## src/rtl/mc_datapath.sv

```systemverilog
// Multi-cycle MIPS datapath: PC/IR/MDR/A/B/ALUOut state, 32x32 register file and ALU,
// stepped by the control word supplied each cycle by the multi-cycle controller.
module mc_datapath (
    input  logic        clk,
    input  logic        reset,
    input  logic        PCWr,
    input  logic        PCWrCond,
    input  logic        IorD,
    input  logic        MemRd,
    input  logic        MemWr,
    input  logic        IRWr,
    input  logic        MemtoReg,
    input  logic        ALUSrcA,
    input  logic        RegWr,
    input  logic        RegDst,
    input  logic [1:0]  PCSrc,
    input  logic [1:0]  ALUOp,
    input  logic [1:0]  ALUSrcB,
    input  logic [31:0] Mem_RData,
    output logic [31:0] Mem_Addr,
    output logic [31:0] Mem_WData,
    output logic        Mem_Rd,
    output logic        Mem_Wr,
    output logic [5:0]  OP_Code,
    output logic        Zero
);

    typedef enum logic [2:0] {
        ALU_ADD,
        ALU_SUB,
        ALU_AND,
        ALU_OR,
        ALU_SLT
    } alu_op_t;

    logic [31:0] r_pc;
    logic [31:0] r_ir;
    logic [31:0] r_mdr;
    logic [31:0] r_a;
    logic [31:0] r_b;
    logic [31:0] r_aluout;
    logic [31:0] r_rf [32];

    logic [4:0]  w_rs;
    logic [4:0]  w_rt;
    logic [4:0]  w_wr_addr;
    logic [31:0] w_wr_data;
    logic [31:0] w_rs_val;
    logic [31:0] w_rt_val;
    logic [31:0] w_se;
    logic [31:0] w_alu_a;
    logic [31:0] w_alu_b;
    logic [31:0] w_alu_res;
    logic [31:0] w_pc_next;
    logic        w_pc_en;
    alu_op_t     w_alu_op;

    assign w_rs      = r_ir[25:21];
    assign w_rt      = r_ir[20:16];
    assign w_wr_addr = RegDst ? r_ir[15:11] : r_ir[20:16];
    assign w_wr_data = MemtoReg ? r_mdr : r_aluout;
    assign w_rs_val  = (w_rs == 5'd0) ? 32'd0 : r_rf[w_rs];
    assign w_rt_val  = (w_rt == 5'd0) ? 32'd0 : r_rf[w_rt];
    assign w_se      = {{16{r_ir[15]}}, r_ir[15:0]};

    assign w_alu_a = ALUSrcA ? r_a : r_pc;

    always_comb begin
        w_alu_b = r_b;
        case (ALUSrcB)
            2'b00: w_alu_b = r_b;
            2'b01: w_alu_b = 32'd4;
            2'b10: w_alu_b = w_se;
            2'b11: w_alu_b = {w_se[29:0], 2'b00};
            default: w_alu_b = r_b;
        endcase
    end

    // Unrecognised funct codes fall back to add rather than a defined trap.
    always_comb begin
        w_alu_op = ALU_ADD;
        case (ALUOp)
            2'b01: w_alu_op = ALU_SUB;
            2'b10: begin
                case (r_ir[5:0])
                    6'b100010: w_alu_op = ALU_SUB;
                    6'b100100: w_alu_op = ALU_AND;
                    6'b100101: w_alu_op = ALU_OR;
                    6'b101010: w_alu_op = ALU_SLT;
                    default:   w_alu_op = ALU_ADD;
                endcase
            end
            default: w_alu_op = ALU_ADD;
        endcase
    end

    always_comb begin
        w_alu_res = w_alu_a + w_alu_b;
        case (w_alu_op)
            ALU_ADD: w_alu_res = w_alu_a + w_alu_b;
            ALU_SUB: w_alu_res = w_alu_a - w_alu_b;
            ALU_AND: w_alu_res = w_alu_a & w_alu_b;
            ALU_OR:  w_alu_res = w_alu_a | w_alu_b;
            ALU_SLT: w_alu_res = ($signed(w_alu_a) < $signed(w_alu_b)) ? 32'd1 : 32'd0;
            default: w_alu_res = w_alu_a + w_alu_b;
        endcase
    end

    always_comb begin
        w_pc_next = w_alu_res;
        case (PCSrc)
            2'b00: w_pc_next = w_alu_res;
            2'b01: w_pc_next = r_aluout;
            2'b10: w_pc_next = {r_pc[31:28], r_ir[25:0], 2'b00};
            2'b11: w_pc_next = w_alu_res;
            default: w_pc_next = w_alu_res;
        endcase
    end

    assign Zero    = (w_alu_res == 32'd0);
    assign w_pc_en = PCWr | (PCWrCond & Zero);

    // A/B read the register file before this edge's write lands: no bypass.
    always_ff @(posedge clk or posedge reset) begin
        if (reset) begin
            r_pc     <= '0;
            r_ir     <= '0;
            r_mdr    <= '0;
            r_a      <= '0;
            r_b      <= '0;
            r_aluout <= '0;
            for (int i = 0; i < 32; i++) begin
                r_rf[i] <= '0;
            end
        end else begin
            if (w_pc_en) begin
                r_pc <= w_pc_next;
            end
            if (IRWr) begin
                r_ir <= Mem_RData;
            end
            r_mdr    <= Mem_RData;
            r_a      <= w_rs_val;
            r_b      <= w_rt_val;
            r_aluout <= w_alu_res;
            if (RegWr && (w_wr_addr != 5'd0)) begin
                r_rf[w_wr_addr] <= w_wr_data;
            end
        end
    end

    assign Mem_Addr  = IorD ? r_aluout : r_pc;
    assign Mem_WData = r_b;
    assign Mem_Rd    = MemRd;
    assign Mem_Wr    = MemWr;
    assign OP_Code   = r_ir[31:26];

endmodule

```

## config.mk

```make
export PLATFORM = sky130hd
export DESIGN_NAME = mc_datapath
export DESIGN_NICKNAME = d
export VERILOG_FILES = /design/src/rtl/mc_datapath.sv
export SDC_FILE = /design/constraint.sdc
export NUM_CORES = 2
export LEC_CHECK = 0
export ABC_CLOCK_PERIOD_IN_PS = 41800
export CORE_MARGIN = 5
export CORE_UTILIZATION = 45
export DETAILED_ROUTE_END_ITERATION = 6
export PLACE_DENSITY = 0.75
export SLEW_MARGIN = 10
export SYNTH_ARGS = -nofsm -noshare
export SYNTH_HDL_FRONTEND = slang
export SYNTH_SLANG_ARGS = --single-unit
```

## constraint.sdc

```tcl
create_clock -name clk -period 41.8 [get_ports clk]
set_input_delay 6.27 -clock clk [delete_from_list [all_inputs] [get_ports clk]]
set_output_delay 6.27 -clock clk [all_outputs]
set_load 0.02 [all_outputs]
```

==> results.cfg <==
[sta]
holdWs_ps = 402
tightest_slew_ps = 1270
finalHoldViolCount = 0
setup_tns_ps = 0
fin_crit_ps = 19130
max_freq_mhz = 52.3
finClkSkew_ps = 61.8
finalSetupViolations = 0
fin_crit_sh_pct = 45.8
grt_setup_unrepaired = false
slew_headroom_pct = 15.3
slew_violations = 0

[routing]
wire_per_inst_um = 28.5
antenna_left = 0
firstDrtPassIters = 6
wl_um = 224000
vias = 51900
drtIter0Drc = 6939
drcViolationCount = 0
viasPerCell = 6.60

[final_layout]
multi_input_area_um2 = 32700
layout-drive-gt1-share_pct = 18.9
seq_area_um2 = 30500
post-route-util_pct = 49.7
nNetsFinal = 5993
syn2layout_area_growth_pct = 10.0
fillers = 12500
layout_common_cells = 1,206 x dfrtp_1, 942 x nor2_1, 916 x a21oi_1
final_common_cell = dfrtp_1

[synth]
ys_seq_area_share_pct = 46.4
avgSynthCellArea_um2 = 10.8
ys_ff_latch = 1216
synth.distinct_cells = 98
syn_inst = 6079
syn-cell-area_um2 = 65600
synth_nets = 6231
synth_edf_count = 0
ys_warn_count = 0
synth_ff_type = dfrtp_1
synthArstFlopShare_pct = 100

[power]
clockPowerShare_pct = 20.5
peakVddDrop_uv = 43.5
power_density_nw_per_um2 = 73.7
comb_power_share_pct = 38.7
internal_power_mw = 3.30
p_sw_mw = 2.02
seqPwrFrac_pct = 40.8
p_sw_share_pct = 38.0
leakage_nw = 30.1
total_power_mw = 5.32

[die]
rows = 140
io_pins = 123
dieArea_um2 = 153000
core_area_um2 = 145000
start_util_pct = 45.1
die_height_um = 392
fp.dieW_um = 392

[run_status]
status = complete, no violations

[grt]
track_usage_pct = 28.9
antenna_found_initial = 10
grt_pass1_vias = 51800
overflow = 0
grt_pass1_wl_um = 334000
grt_max_degree = 192

[clocking]
cts_made_buffers = 116
post_cts_resized = 0
path_clk_slew_ps = 60
clock_sink_count = 1216
postCtsSetupRepairBufs = 0
root_buffer = clkbuf_16
cts_tree = yes
h-tree-depth = 3
clk_latency_ps = 790
clock_path_buffers = 3
holdBufCountCts = 0

[worst_setup_path]
cp_max_fo = 19
required_ps = 35530
crit_path_start_kind = input port
cp_num_buf_inv = 3
critPathMaxStageDelay_ps = 760
path_delay_family = simple AND/OR/NAND/NOR gates
endpoint_kind = output pin
arrival_ps = 12860
slowest_stage = o31ai_1
worstPathCellList = clkdlybuf4s50_1 -> buf_4 -> and2_1 -> nand2_1 -> o21ai_0 -> ha_1 -> nor2b_1 -> nor2_1 -> o31ai_1 -> a211oi_1 -> a211oi_1 -> a2bb2oi_1 -> or4_1 -> nor4_2 -> nand4_1 -> nor3_1 -> clkdlybuf4s50_1
worstSetupPathType = input port to output pin

[min_path]
min_path_type = flop to flop

[flow_run]
drv_cap = 0

[placed_design]
dp_hpwl_um = 137000
portBuffers = 118
gp_congestion = 0.960
==> worst reg2reg max path: stages (launching register included) <==
cell      delay, ps
dfrtp_1         640
and2_1          200
a211oi_1         50
a21oi_1         230
inv_1           100
ha_1            250
o311ai_1        780
a21oi_1         370
o211ai_1        740
and2_1          230
o32a_1          150
a31oi_1         240
or4_1           590
or4_4           530
o31ai_4         620
buf_4           520
mux2_4          390
==> layer usage <==
| layer | routed length (um) | part of all wire [%] | vias up | GRT usage, % |
|---|---|---|---|---|
| met5 | 33 | 0.015 | - | 0 |
| met3 | 25900 | 12 | 804 | 7.78 |
| li1 | - | - | 21600 | - |
| met2 | 101000 | 45 | 3260 | 44.4 |
| met4 | 14800 | 6.6 | 6 | 16.4 |
| met1 | 82300 | 37 | 26200 | 37.3 |
==> per-stage QoR <==
stage                     cell area [um2]  instances  setup slack [ps]
after CTS                           72100       7851             22770
final                               72100       7859             22670
after detailed placement            68200       7638             22790
after global routing                72100       7854             22470
after global placement              68200       7638             22720
after floorplan                     65600       6079              1270
==> cells in the mapped netlist, types with 20 or more instances <==
cell,n,share of area (%)
o221ai_1,51,0.68
mux2i_1,233,3.6
a21oi_1,916,7.0
ha_1,100,1.9
mux2_4,20,0.46
dfrtp_1,1216,46
a221oi_1,51,0.68
o22ai_1,67,0.64
nand2_1,315,1.8
mux2_2,194,3.3
nand3_1,25,0.19
a21o_1,25,0.29
buf_1,76,0.44
o21ai_0,287,2.2
mux4_2,466,16
a22o_1,28,0.37
a211oi_1,21,0.24
nor3_1,46,0.35
a211o_1,28,0.37
a22oi_1,29,0.33
inv_1,109,0.62
buf_2,22,0.17
clkbuf_1,493,2.8
nor2_1,966,5.5
==> flip-flops by register name, indices dropped and copies added (netlist names) <==
name,flops
r_a,32
r_mdr,32
r_pc,32
r_aluout,32
r_rf,1024
r_ir,32
Mem_WData,32
==> final cells by class <==
type                       instances  share of cell area (%)
multi-input combinational       4145                    45.3
timing repair buffer             251                    3.13
inverter                         111                   0.588
antenna                            6                  0.0208
clock buffer                     166                    4.63
sequential                      1216                    42.2
tap                             1917                    3.32
clock inverter                    47                   0.774
==> power by group through the flow <==
stage	Combinational [mW]	Clock, mW	Sequential (mW)
floorplan	1.51	0	2.01
global placement	1.97	0	2.11
detailed placement	2.02	0	2.16
CTS	2.03	1.10	2.15
global route	2.23	1.15	2.22
finish	2.06	1.09	2.17
==> final timing paths <==
| kind | slack (ps) | startpoint | to | depth (start not counted) |
|---|---|---|---|---|
| max in group asynchronous | 31800 | reset | r_rf[536] | 6 |
| worst min register to register | 400 | r_rf[1014] | r_rf[1014] | 0 |
| worst max-delay path | 22670 | ALUSrcB[1] | Zero | 17 |
| min in group asynchronous | 6040 | reset | r_rf[32] | 2 |
| worst max register to register | 35030 | r_ir[2] | r_pc[8] | 16 |
| worst min-delay path | 400 | r_rf[1014] | r_rf[1014] | 0 |
==> kinds of logic (layout without fill, tap and decap cells) <==
| group | count (synthesis) | count (layout) | share of synthesized area [%] |
|---|---|---|---|
| flops | 1216 | 1216 | 46.4 |
| xor+xnor | 6 | 6 | 0.0802 |
| simple gates | 1483 | 1483 | 9.25 |
| compound gates | 1641 | 1641 | 14.6 |
| mux | 913 | 913 | 23.4 |
| fa+ha+maj | 102 | 102 | 1.97 |
| buf+inv | 718 | 575 | 4.30 |
| other cells | 0 | 6 | 0 |
Power figures use the tool's default switching activity.
